**src/rtl/iiitb_tlc_pkg.sv**
```systemverilog
// Shared encodings for the farm-road sensor conditioner and the traffic light controller.
package iiitb_tlc_pkg;

    typedef enum logic [1:0] {
        StHold   = 2'b00,
        StIdle   = 2'b01,
        StReq    = 2'b10,
        StServed = 2'b11
    } tlc_state_e;

    localparam logic [2:0] RED    = 3'b100;
    localparam logic [2:0] YELLOW = 3'b010;
    localparam logic [2:0] GREEN  = 3'b001;

    localparam logic [7:0] REQ_COUNT_MAX = 8'hFF;

endpackage

```
**src/rtl/iiitb_tlc_debounce.sv**
```systemverilog
// Synchroniser chain followed by a debounce counter that flips the clean level only after
// DEBOUNCE_CYCLES consecutive samples disagree with it.
module iiitb_tlc_debounce #(
    parameter int unsigned SYNC_STAGES     = 2,
    parameter int unsigned DEBOUNCE_CYCLES = 16,
    parameter int unsigned CNT_W           = 16
) (
    input  logic clk,
    input  logic rst,
    input  logic sensor_raw,
    output logic sensor_db
);

    localparam logic [CNT_W-1:0] DB_LAST = CNT_W'(DEBOUNCE_CYCLES - 1);

    logic [SYNC_STAGES-1:0] sync_q;
    logic                   sensor_sync;
    logic [CNT_W-1:0]       cnt_q, cnt_d;
    logic                   db_q, db_d;

    always_ff @(posedge clk) begin
        if (rst) begin
            sync_q <= '0;
        end else begin
            sync_q <= {sync_q[SYNC_STAGES-2:0], sensor_raw};
        end
    end

    assign sensor_sync = sync_q[SYNC_STAGES-1];

    always_comb begin
        cnt_d = '0;
        db_d  = db_q;
        if (sensor_sync != db_q) begin
            if (cnt_q == DB_LAST) begin
                db_d  = ~db_q;
                cnt_d = '0;
            end else begin
                cnt_d = cnt_q + CNT_W'(1);
            end
        end
    end

    always_ff @(posedge clk) begin
        if (rst) begin
            cnt_q <= '0;
            db_q  <= 1'b0;
        end else begin
            cnt_q <= cnt_d;
            db_q  <= db_d;
        end
    end

    assign sensor_db = db_q;

endmodule

```
**src/rtl/iiitb_tlc_sensor_cond.sv**
```systemverilog
// Farm-road sensor conditioner: debounced arrivals become a sticky request held until served,
// with a minimum highway-green hold. Optional arrival counter under TLC_REQ_COUNT_EN.
module iiitb_tlc_sensor_cond
    import iiitb_tlc_pkg::*;
#(
    parameter int unsigned SYNC_STAGES      = 2,
    parameter int unsigned DEBOUNCE_CYCLES  = 16,
    parameter int unsigned MIN_GREEN_CYCLES = 64,
    parameter int unsigned CNT_W            = 16
) (
    input  logic       wb_clk_i,
    input  logic       wb_rst_i,
    input  logic       sensor_raw,
    input  logic       farm_green_ack,
    output logic       req_o,
    output logic       sensor_db,
    output logic       hold_active,
    output logic [7:0] req_count
);

    localparam logic [CNT_W-1:0] HOLD_LAST = CNT_W'(MIN_GREEN_CYCLES - 1);

    logic             sensor_db_d;
    logic             rise;
    logic             pending_q, pending_d;
    tlc_state_e       state_q, state_d;
    logic [CNT_W-1:0] timer_q, timer_d;

    iiitb_tlc_debounce #(
        .SYNC_STAGES    (SYNC_STAGES),
        .DEBOUNCE_CYCLES(DEBOUNCE_CYCLES),
        .CNT_W          (CNT_W)
    ) u_debounce (
        .clk       (wb_clk_i),
        .rst       (wb_rst_i),
        .sensor_raw(sensor_raw),
        .sensor_db (sensor_db)
    );

    assign rise = sensor_db & ~sensor_db_d;

    always_comb begin
        state_d   = state_q;
        timer_d   = '0;
        pending_d = pending_q;
        unique case (state_q)
            StHold: begin
                if (timer_q == HOLD_LAST) begin
                    state_d = pending_q ? StReq : StIdle;
                end else begin
                    timer_d = timer_q + CNT_W'(1);
                end
            end
            StIdle: begin
                if (pending_q) state_d = StReq;
            end
            StReq: begin
                if (farm_green_ack) begin
                    state_d   = StServed;
                    pending_d = 1'b0;
                end
            end
            StServed: begin
                if (!farm_green_ack) state_d = StHold;
            end
            default: state_d = StHold;
        endcase
        // A fresh arrival outranks the clear issued by the service handshake.
        if (rise) pending_d = 1'b1;
    end

    always_ff @(posedge wb_clk_i) begin
        if (wb_rst_i) begin
            state_q     <= StHold;
            timer_q     <= '0;
            pending_q   <= 1'b0;
            sensor_db_d <= 1'b0;
        end else begin
            state_q     <= state_d;
            timer_q     <= timer_d;
            pending_q   <= pending_d;
            sensor_db_d <= sensor_db;
        end
    end

    assign req_o       = (state_q == StReq);
    assign hold_active = (state_q == StHold);

`ifdef TLC_REQ_COUNT_EN
    logic [7:0] req_count_q;

    always_ff @(posedge wb_clk_i) begin
        if (wb_rst_i) begin
            req_count_q <= 8'd0;
        end else if (rise && (req_count_q != REQ_COUNT_MAX)) begin
            req_count_q <= req_count_q + 8'd1;
        end
    end

    assign req_count = req_count_q;
`else
    assign req_count = 8'd0;
`endif

endmodule

```
**config.mk**
```make
export PLATFORM = sky130hd
export DESIGN_NAME = iiitb_tlc_sensor_cond
export DESIGN_NICKNAME = d
export VERILOG_FILES = /design/src/rtl/iiitb_tlc_pkg.sv /design/src/rtl/iiitb_tlc_debounce.sv /design/src/rtl/iiitb_tlc_sensor_cond.sv
export SDC_FILE = /design/constraint.sdc
export NUM_CORES = 1
export LEC_CHECK = 0
export ABC_CLOCK_PERIOD_IN_PS = 2700
export CAP_MARGIN = 0
export CORE_MARGIN = 5
export CORE_UTILIZATION = 40
export CTS_BUF_LIST = sky130_fd_sc_hd__clkbuf_4 sky130_fd_sc_hd__clkbuf_8
export CTS_CLUSTER_DIAMETER = 40
export DETAILED_ROUTE_END_ITERATION = 8
export PLACE_DENSITY = 0.66
export SLEW_MARGIN = 0
export SYNTH_ARGS = -nofsm -noshare
export SYNTH_HDL_FRONTEND = slang
export SYNTH_SLANG_ARGS = --single-unit
```
**constraint.sdc**
```tcl
create_clock -name wb_clk_i -period 2.7 [get_ports wb_clk_i]
set_clock_uncertainty 0.1 [all_clocks]
set_input_delay 0.54 -clock wb_clk_i [delete_from_list [all_inputs] [get_ports wb_clk_i]]
set_output_delay 0.54 -clock wb_clk_i [all_outputs]
set_load 0.005 [all_outputs]
```
Yosys cells after proc, flatten, opt, wreduce, memory -nomap -nowiden
Index checks and enable logic that the tools add are counted.
W data, S select, Z words.
{"block": "word_totals", "wordCells": 41, "input_bits": 4, "regBits": 39, "out_inout_bits": 11}
{"block": "op_classes", "reduce_logical": 8, "muxes": 9, "n_addsub": 2, "bitwise": 5, "n_eq_ne": 10}
{"operator": "$add A16 B1 Y16 const B", "n": 2}
{"operator": "$eq A16 B4 Y1 const B", "n": 1}
{"operator": "$eq A16 B6 Y1 const B", "n": 1}
{"operator": "$mux W2", "n": 5}
{"operator": "$pmux W2 S4", "n": 1}
{"operator": "$ne A2 B2 Y1 const B", "n": 3}
{"operator": "$reduce_or A3 Y1", "n": 2}
{"operator": "$eq A2 B2 Y1 const B", "n": 2}
{"operator": "$not A1 Y1", "n": 4}
{"operator": "$reduce_and A2 Y1", "n": 2}
{"operator": "$reduce_and A4 Y1", "n": 1}
{"operator": "$reduce_bool A2 Y1", "n": 2}
{"operator": "$mux W1", "n": 3}
{"operator": "$eq A2 B1 Y1 const B", "n": 1}
{"operator": "$logic_not A2 Y1", "n": 1}
{"operator": "$ne A2 B1 Y1 const B", "n": 1}
{"operator": "$and A1 B1 Y1", "n": 1}
{"operator": "$ne A1 B1 Y1", "n": 1}

Logic depth before layout (Yosys ltp)
Gate-level depths: netlist (run 1).
{"block": "logic_depth", "word_depth": 4, "mapped_depth": 7, "depth_no_buf": 6}

By module
A second synthesis (run 1) with hierarchy kept.
{"block": "unflattened", "cells_unflattened": 207, "hier_area_um2": 1873.0}
{"mod": "iiitb_tlc_sensor_cond", "instances": 1, "area_per_inst_um2": 1048.5, "seq_area_each_um2": 400.4, "cells_per_inst": 118}
{"mod": "iiitb_tlc_debounce", "instances": 1, "area_per_inst_um2": 824.5, "seq_area_each_um2": 380.4, "cells_per_inst": 89}

Least setup slack after synthesis (run 1)
OpenSTA, ideal clock, no wires.
{"block": "synth_path", "kind": "register -> register", "from": "register timer_q[0]", "to": "register timer_q[12]", "path_buffers": 2, "required_ns": 2.485, "path_slack_ns": 0.748, "synth_period_minus_slack_ns": 1.952, "path_stages_with_launch": 8, "arrival_time_ns": 1.738, "setup_time_ns": 0.115, "cell_sequence": "dfxtp_1 > ha_1 > or4bb_1 > o41ai_4 > or2_1 > buf_6 > buf_6 > nor2_1"}
{"block": "synth_between", "elab_chain_len": 2, "elab_cells_between_ends": 3, "classes_between": "add/sub (1); eq/ne (1); reduce/logical (1)"}
{"element": "start: declaration", "line_no": "iiitb_tlc_sensor_cond.sv:27", "rtl": "logic [CNT_W-1:0] timer_q, timer_d;"}
{"element": "start signal: assignment", "line_no": "iiitb_tlc_sensor_cond.sv:80", "rtl": "timer_q <= timer_d;"}
{"element": "branches (longest 2 deep; another with $add A16 B1 Y16)"}
Parallel ways; which one is timed is not known.
A chain may end at the register's enable or synchronous reset.

Worst setup path after layout (run 1)
{"block": "layout_path", "from": "register timer_q[0]", "to": "register timer_q[4]"}
Same word-level chain as after synthesis.

==> impl_metrics.json, run 1 <==
{
  "status": "finished, final reports clean",
  "slowest_stage": "or4bb_1",
  "synthAdderAreaFrac_pct": 4.06,
  "r2r-end": "timer_q[4]$_SDFF_PP0_",
  "grt_pass1_vias": 1245,
  "post-route-util_pct": 45.7,
  "min_period_ps": 2280,
  "cts_buffers": 5,
  "power-per-cell-area_nw_per_um2": 683,
  "cts_resized": 0,
  "drive_above_1_share_pct": 7.01,
  "dr.pass1.iters": 4,
  "min_from": "timer_q[0]$_SDFF_PP0_",
  "synth-edff-count": 0,
  "finalSetupViolations": 0,
  "die_h_um": 78.0,
  "dp_hpwl_um": 2230,
  "cts_tree": "built",
  "rows": 24,
  "tns_ps": 0,
  "syn-mean-instance-area_sq_um": 8.97,
  "ir_drop_uv": 378,
  "grtUsageTotal_pct": 11.0,
  "fin_nets": 223,
  "cts-htree-levels": 2,
  "die_x_um": 78.0,
  "clk_latency_ps": 300,
  "initial_utilization_pct": 41.9,
  "ant_nets": 0,
  "synth.area.mux_share_pct": 1.69,
  "drt-total-wl_um": 3160,
  "synth-compound-area-share_pct": 6.57,
  "globalplace.congestion": 0.818,
  "wl_per_cell_um": 11.9,
  "vias_per_cell": 5.13,
  "pin_count": 15,
  "cts_setup_buffers": 0,
  "crit_type": "flip-flop to flip-flop",
  "reg2regPathDepth": 5,
  "min_path_cells": 1,
  "hold_buffers": 0,
  "yosysWarnings": 0,
  "syn2layout_area_growth_pct": 9.21,
  "hold_end": "timer_q[0]$_SDFF_PP0_",
  "dieArea_sq_um": 6080,
  "crit_fanout": 16,
  "gr-total-overflow": 0,
  "crit_chain": "ha_1, or4bb_1, o41ai_4, or2_1, nor2_1",
  "clkTransAtPathRegs_ps": 80,
  "cts_root_buffer": "clkbuf_8",
  "relSlewSlack_pct": 62.6,
  "final.period_utilization_pct": 84.5,
  "arrival_ps": 2350,
  "synth-seq-area-share_pct": 42.2,
  "layoutNonFillerInstCount": 266,
  "placed_cells": 258,
  "ys_types": 35,
  "ys_seq_elements": 39,
  "end_kind": "flip-flop",
  "grt_pass1_wl_um": 5380,
  "synthArstFlopShare_pct": 0,
  "synth_top_family_by_area": "simple AND/OR/NAND/NOR gates",
  "rsz0062_at_grt": "no",
  "cts_buffer_depth": 2,
  "tightest_slew_ps": 560,
  "nFillCells": 416,
  "grt_max_degree": 17,
  "max_stage_delay_ps": 550,
  "drcViolationCount": 0,
  "hold_viol_final": 0,
  "drt_iter0_drc": 58,
  "synth_flop_cell": "dfxtp_1",
  "synthCells": 206,
  "hold_path_class": "flip-flop to flip-flop",
  "rr_startpoint": "timer_q[0]$_SDFF_PP0_",
  "synth-simple-area-share_pct": 27.6,
  "grt_antenna_before_repair": 0,
  "cap_violations": 0,
  "power_leakage_nw": 0.695,
  "syn-cell-area_sq_um": 1850,
  "clock.fmax_mhz": 438,
  "slew_violations": 0,
  "vias": 1364,
  "diodes": 0,
  "r2r_slack_ps": 420,
  "start_kind": "flip-flop",
  "synth_xor_area_share_pct": 11.4,
  "cp.required_ps": 2770,
  "cts.sinks": 39,
  "port_buffers": 6,
  "core-area_sq_um": 4410
}
==> layout by cell type (no fill, tap or decap), types with 5 or more instances in the layout <==
cell             instances
conb_1                   8
ha_1                     6
xnor2_1                 13
nor2_1                  31
clkdlybuf4s50_1          6
a21oi_1                  8
inv_1                    6
nor4_1                   6
clkbuf_8                 5
nand4_1                 11
dfxtp_1                 39
xor2_1                  11
nor3_1                   5
nand3_1                  5
nand2_1                 14
==> synthesized netlist by cell type (all sizes together), types with 2 or more instances <==
library cell  count  area share (%)
nand4            11             3.7
xnor2            13             6.2
inv               6             1.2
clkbuf            3            0.61
dfxtp            39              42
xor2             11             5.2
or3               3             1.0
buf              10             4.5
nand2            14             2.8
nor4              6             2.0
and4              3             1.4
o21ai             3            0.81
nor2             31             6.3
and2              2            0.68
or2               3             1.0
nand3             5             1.4
or4               4             2.0
mux2i             2             1.1
nor3              5             1.4
o31ai             2            0.81
and3              4             1.4
ha                6             4.1
a21oi             8             2.2
nor2b             4             1.4
==> critical path: cells and delay by family (launching register included) <==
family	cells	cell delay [ps]
AO/OA/AOI/OAI	1	300
adder cells (fa/ha/maj)	1	230
flip-flops	1	350
AND/OR/NAND/NOR	3	1180
==> routing by layer <==
metal	track usage, %	routed length [um]	vias to the layer above
li1	-	-	713
met1	13.2	1550	627
met2	17.3	1440	15
met3	3.47	107	9
met4	6.08	74	0
met5	0	0	-
==> logic make-up (layout without fill, tap and decap cells) <==
family,count (synthesis),count (layout)
muxes,3,3
xor gates and xnor gates,24,24
and+or+nand+nor,97,97
adders and majority gates,6,6
other,1,8
DFF,39,39
buffers and inverters,19,20
AOI/OAI and AO/OA,17,17
==> where the power goes <==
group	total (mW)	internal [mW]	leakage, nW	switching [mW]
clock network	0.491	0.275	0.0581	0.216
logic	0.265	0.122	0.322	0.143
registers	0.622	0.603	0.315	0.0189
total	1.38	1.00	0.695	0.378
==> state kept, by name, indices dropped and copies added, names as in the netlist <==
signal                count
u_debounce.sensor_db      1
pending_q                 1
state_q                   2
u_debounce.sync_q         2
timer_q                  16
u_debounce.cnt_q         16
sensor_db_d               1
==> how the worst max path moves through the flow <==
stage | start | end | slack (ps)
6_report | timer_q[0]$_SDFF_PP0_ | timer_q[4]$_SDFF_PP0_ | 420
5_1_grt | timer_q[0]$_SDFF_PP0_ | timer_q[8]$_SDFF_PP0_ | 210
4_1_cts | timer_q[0]$_SDFF_PP0_ | timer_q[4]$_SDFF_PP0_ | 400
3_5_place_dp | timer_q[0]$_SDFF_PP0_ | timer_q[4]$_SDFF_PP0_ | 400
2_1_floorplan | timer_q[0]$_SDFF_PP0_ | timer_q[12]$_SDFF_PP0_ | 750
3_3_place_gp | timer_q[0]$_SDFF_PP0_ | timer_q[10]$_SDFF_PP0_ | 500
==> stage by stage <==
stage               instance area (sq um)  hold slack (ps)  total power [mW]  setup WS, ps
floorplan                            1870              311             0.858           748
global placement                     1910              323             0.897           502
detailed placement                   1910              334             0.905           401
CTS                                  2020              355              1.39           396
global route                         2020              367              1.46           208
finish                               2020              345              1.38           418
==> final cells by class <==
class | count | area (sq um) | share of cell area (%)
Clock buffer | 5 | 68.8 | 3.41
Clock inverter | 3 | 43.8 | 2.17
Inverter | 6 | 22.5 | 1.12
Multi-Input combinational cell | 155 | 977 | 48.4
Sequential cell | 39 | 781 | 38.7
Tap cell | 52 | 65.1 | 3.22
Timing Repair Buffer | 6 | 60.1 | 2.98
(Power assumes the default switching activity.)
==> run 2, diff against run 1 <==
--- a/config.mk
+++ b/config.mk
@@ -5,7 +5,7 @@
 export SDC_FILE = /design/constraint.sdc
 export NUM_CORES = 1
 export LEC_CHECK = 0
-export ABC_CLOCK_PERIOD_IN_PS = 2700
+export ABC_CLOCK_PERIOD_IN_PS = 2200
 export CAP_MARGIN = 0
 export CORE_MARGIN = 5
 export CORE_UTILIZATION = 40
==> constraint.sdc (replaced) <==
create_clock -name wb_clk_i -period 2.2 [get_ports wb_clk_i]
set_clock_uncertainty 0.1 [all_clocks]
set_input_delay 0.44 -clock wb_clk_i [delete_from_list [all_inputs] [get_ports wb_clk_i]]
set_output_delay 0.44 -clock wb_clk_i [all_outputs]
set_load 0.005 [all_outputs]
==> run 2 against run 1 <==
Net effect:
- wire length shrank 0.32%
- global-route usage grew 0.34 points
- first-iteration DRC count shrank 33%
- sequential share of layout area shrank 0.78 points
- design area grew 2.0%
- highest routed layer unchanged
==> impl_metrics.json, run 2 (synthesis results as in run 1) <==
{
  "cts.sinks": 39,
  "drt-total-wl_um": 3150,
  "vias": 1372,
  "dr.pass1.iters": 4,
  "power_leakage_nw": 0.717,
  "start_kind": "flip-flop",
  "drcViolationCount": 0,
  "hold_viol_final": 0,
  "drive_above_1_share_pct": 9.17,
  "dp_hpwl_um": 2280,
  "grt_pass1_wl_um": 5560,
  "slowest_stage": "clkdlybuf4s50_1",
  "reg2regPathDepth": 6,
  "min_from": "timer_q[0]$_SDFF_PP0_",
  "dieArea_sq_um": 6080,
  "crit_chain": "inv_1, ha_2, clkdlybuf4s50_1",
  "r2r-end": "timer_q[9]$_SDFF_PP0_",
  "hold_end": "timer_q[0]$_SDFF_PP0_",
  "grt_pass1_vias": 1293,
  "crit_fanout": 5,
  "rsz0062_at_grt": "no",
  "cts_setup_buffers": 0,
  "reg.largest.list": "timer_q x16, u_debounce.cnt_q x16",
  "max_stage_delay_ps": 530,
  "cts-htree-levels": 2,
  "swShare_pct": 26.4,
  "status": "finished, final reports clean",
  "grtUsageTotal_pct": 11.3,
  "final.period_utilization_pct": 94.2,
  "clkTransAtPathRegs_ps": 80,
  "cts_buffer_depth": 2,
  "gr-total-overflow": 0,
  "end_kind": "primary output",
  "power.switching_mw": 0.461,
  "diodes": 0,
  "grt_antenna_before_repair": 0,
  "pwr-share-seq_pct": 43.7,
  "clkPwrFrac_pct": 36.1,
  "combPwrFrac_pct": 20.2,
  "layout_commonest_cell": "dfxtp_1",
  "fin_nets": 227,
  "r2r_slack_ps": 190,
  "die_h_um": 78.0,
  "crit_type": "flip-flop to primary output",
  "cts_root_buffer": "clkbuf_8",
  "core-area_sq_um": 4410,
  "clk_latency_ps": 290,
  "crit_family": "buffers and inverters",
  "tns_ps": 0,
  "min_period_ps": 2070,
  "pin_count": 15,
  "power-per-cell-area_nw_per_um2": 848,
  "initial_utilization_pct": 41.9,
  "grt_max_degree": 15,
  "vias_per_cell": 5.08,
  "intPower_mw": 1.29,
  "wl_per_cell_um": 11.7,
  "cts_buffers": 5,
  "globalplace.congestion": 0.809,
  "crit_buf_inv": 2,
  "slew_violations": 0,
  "holdWs_ps": 338,
  "syn2layout_area_growth_pct": 11.4,
  "ant_nets": 0,
  "finalSetupViolations": 0,
  "min_path_cells": 1,
  "port_buffers": 6,
  "rr_startpoint": "timer_q[0]$_SDFF_PP0_",
  "die_x_um": 78.0,
  "drt_iter0_drc": 39,
  "cp.required_ps": 1660,
  "cts_tree": "built",
  "cap_violations": 0,
  "arrival_ps": 1530,
  "layout_common_cells": "dfxtp_1, nor2_1, nand2_1, xnor2_1",
  "rows": 24,
  "ir_drop_uv": 459,
  "nFillCells": 428,
  "clock.fmax_mhz": 482,
  "hold_path_class": "flip-flop to flip-flop"
}
-- run 2: changes by cell type in the layout (fill, tap and decap cells not counted), sizes merged --
cell    before  now
clkinv       2    0
inv          6    7
clkbuf       5    6
buf          0    4
-- run 2: worst max path at each step --
stage	cells past startpoint	from	endpoint	slack (ps)
floorplan	7	timer_q[0]$_SDFF_PP0_	timer_q[14]$_SDFF_PP0_	250
global placement	5	farm_green_ack	state_q[0]$_SDFFE_PP0P_	220
detailed placement	5	farm_green_ack	state_q[0]$_SDFFE_PP0P_	160
CTS	3	state_q[0]$_SDFFE_PP0P_	hold_active	40
global route	5	timer_q[0]$_SDFF_PP0_	state_q[0]$_SDFFE_PP0P_	30
finish	3	state_q[0]$_SDFFE_PP0P_	hold_active	130
-- run 2: cell type report --
type                       count  area (sq um)  area share [%]
multi-input combinational    155           980            47.6
sequential                    39           781            37.9
timing repair buffer          10          90.1            4.37
clock buffer                   6          82.6            4.01
tap                           52          65.1            3.16
clock inverter                 2          38.8            1.88
inverter                       6          22.5            1.09
-- run 2: routing by layer --
layer	global-route usage [%]	share of wire (%)
met5	0	0
met4	6.76	2.6
met3	3.36	3.9
met2	17.4	46
met1	13.8	48
-- run 2: power by group through the flow --
stage	Combinational, mW	Sequential (mW)	Clock (mW)
6_report	0.352	0.764	0.630
5_1_grt	0.404	0.769	0.688
4_1_cts	0.353	0.765	0.657
3_5_place_dp	0.352	0.781	0
3_3_place_gp	0.345	0.780	0
2_1_floorplan	0.277	0.776	0
-- run 2: repair_timing --
item | in CTS | in global routing
hold buffers | 0 | 0
endpoints found under the setup margin | 0 | 1
resized for setup | 0 | 1
-- run 2: metrics by stage --
step	setup slack (ps)	power (mW)	std cells	area (sq um)	utilization, %
floorplan	248	1.05	213	1870	-
global placement	217	1.13	262	1940	43.8
detailed placement	161	1.13	262	1940	43.8
CTS	42.2	1.77	270	2060	46.6
global route	28.2	1.86	270	2060	46.7
finish	127	1.75	270	2060	46.7
-- run 2: worst reg2reg max path, cell delays in order, from the launching register on --
cell and delay (ps):
dfxtp_1 350, ha_1 230, or4bb_1 550, o41ai_4 290, or2_1 170, buf_4 160
nor2_1 60
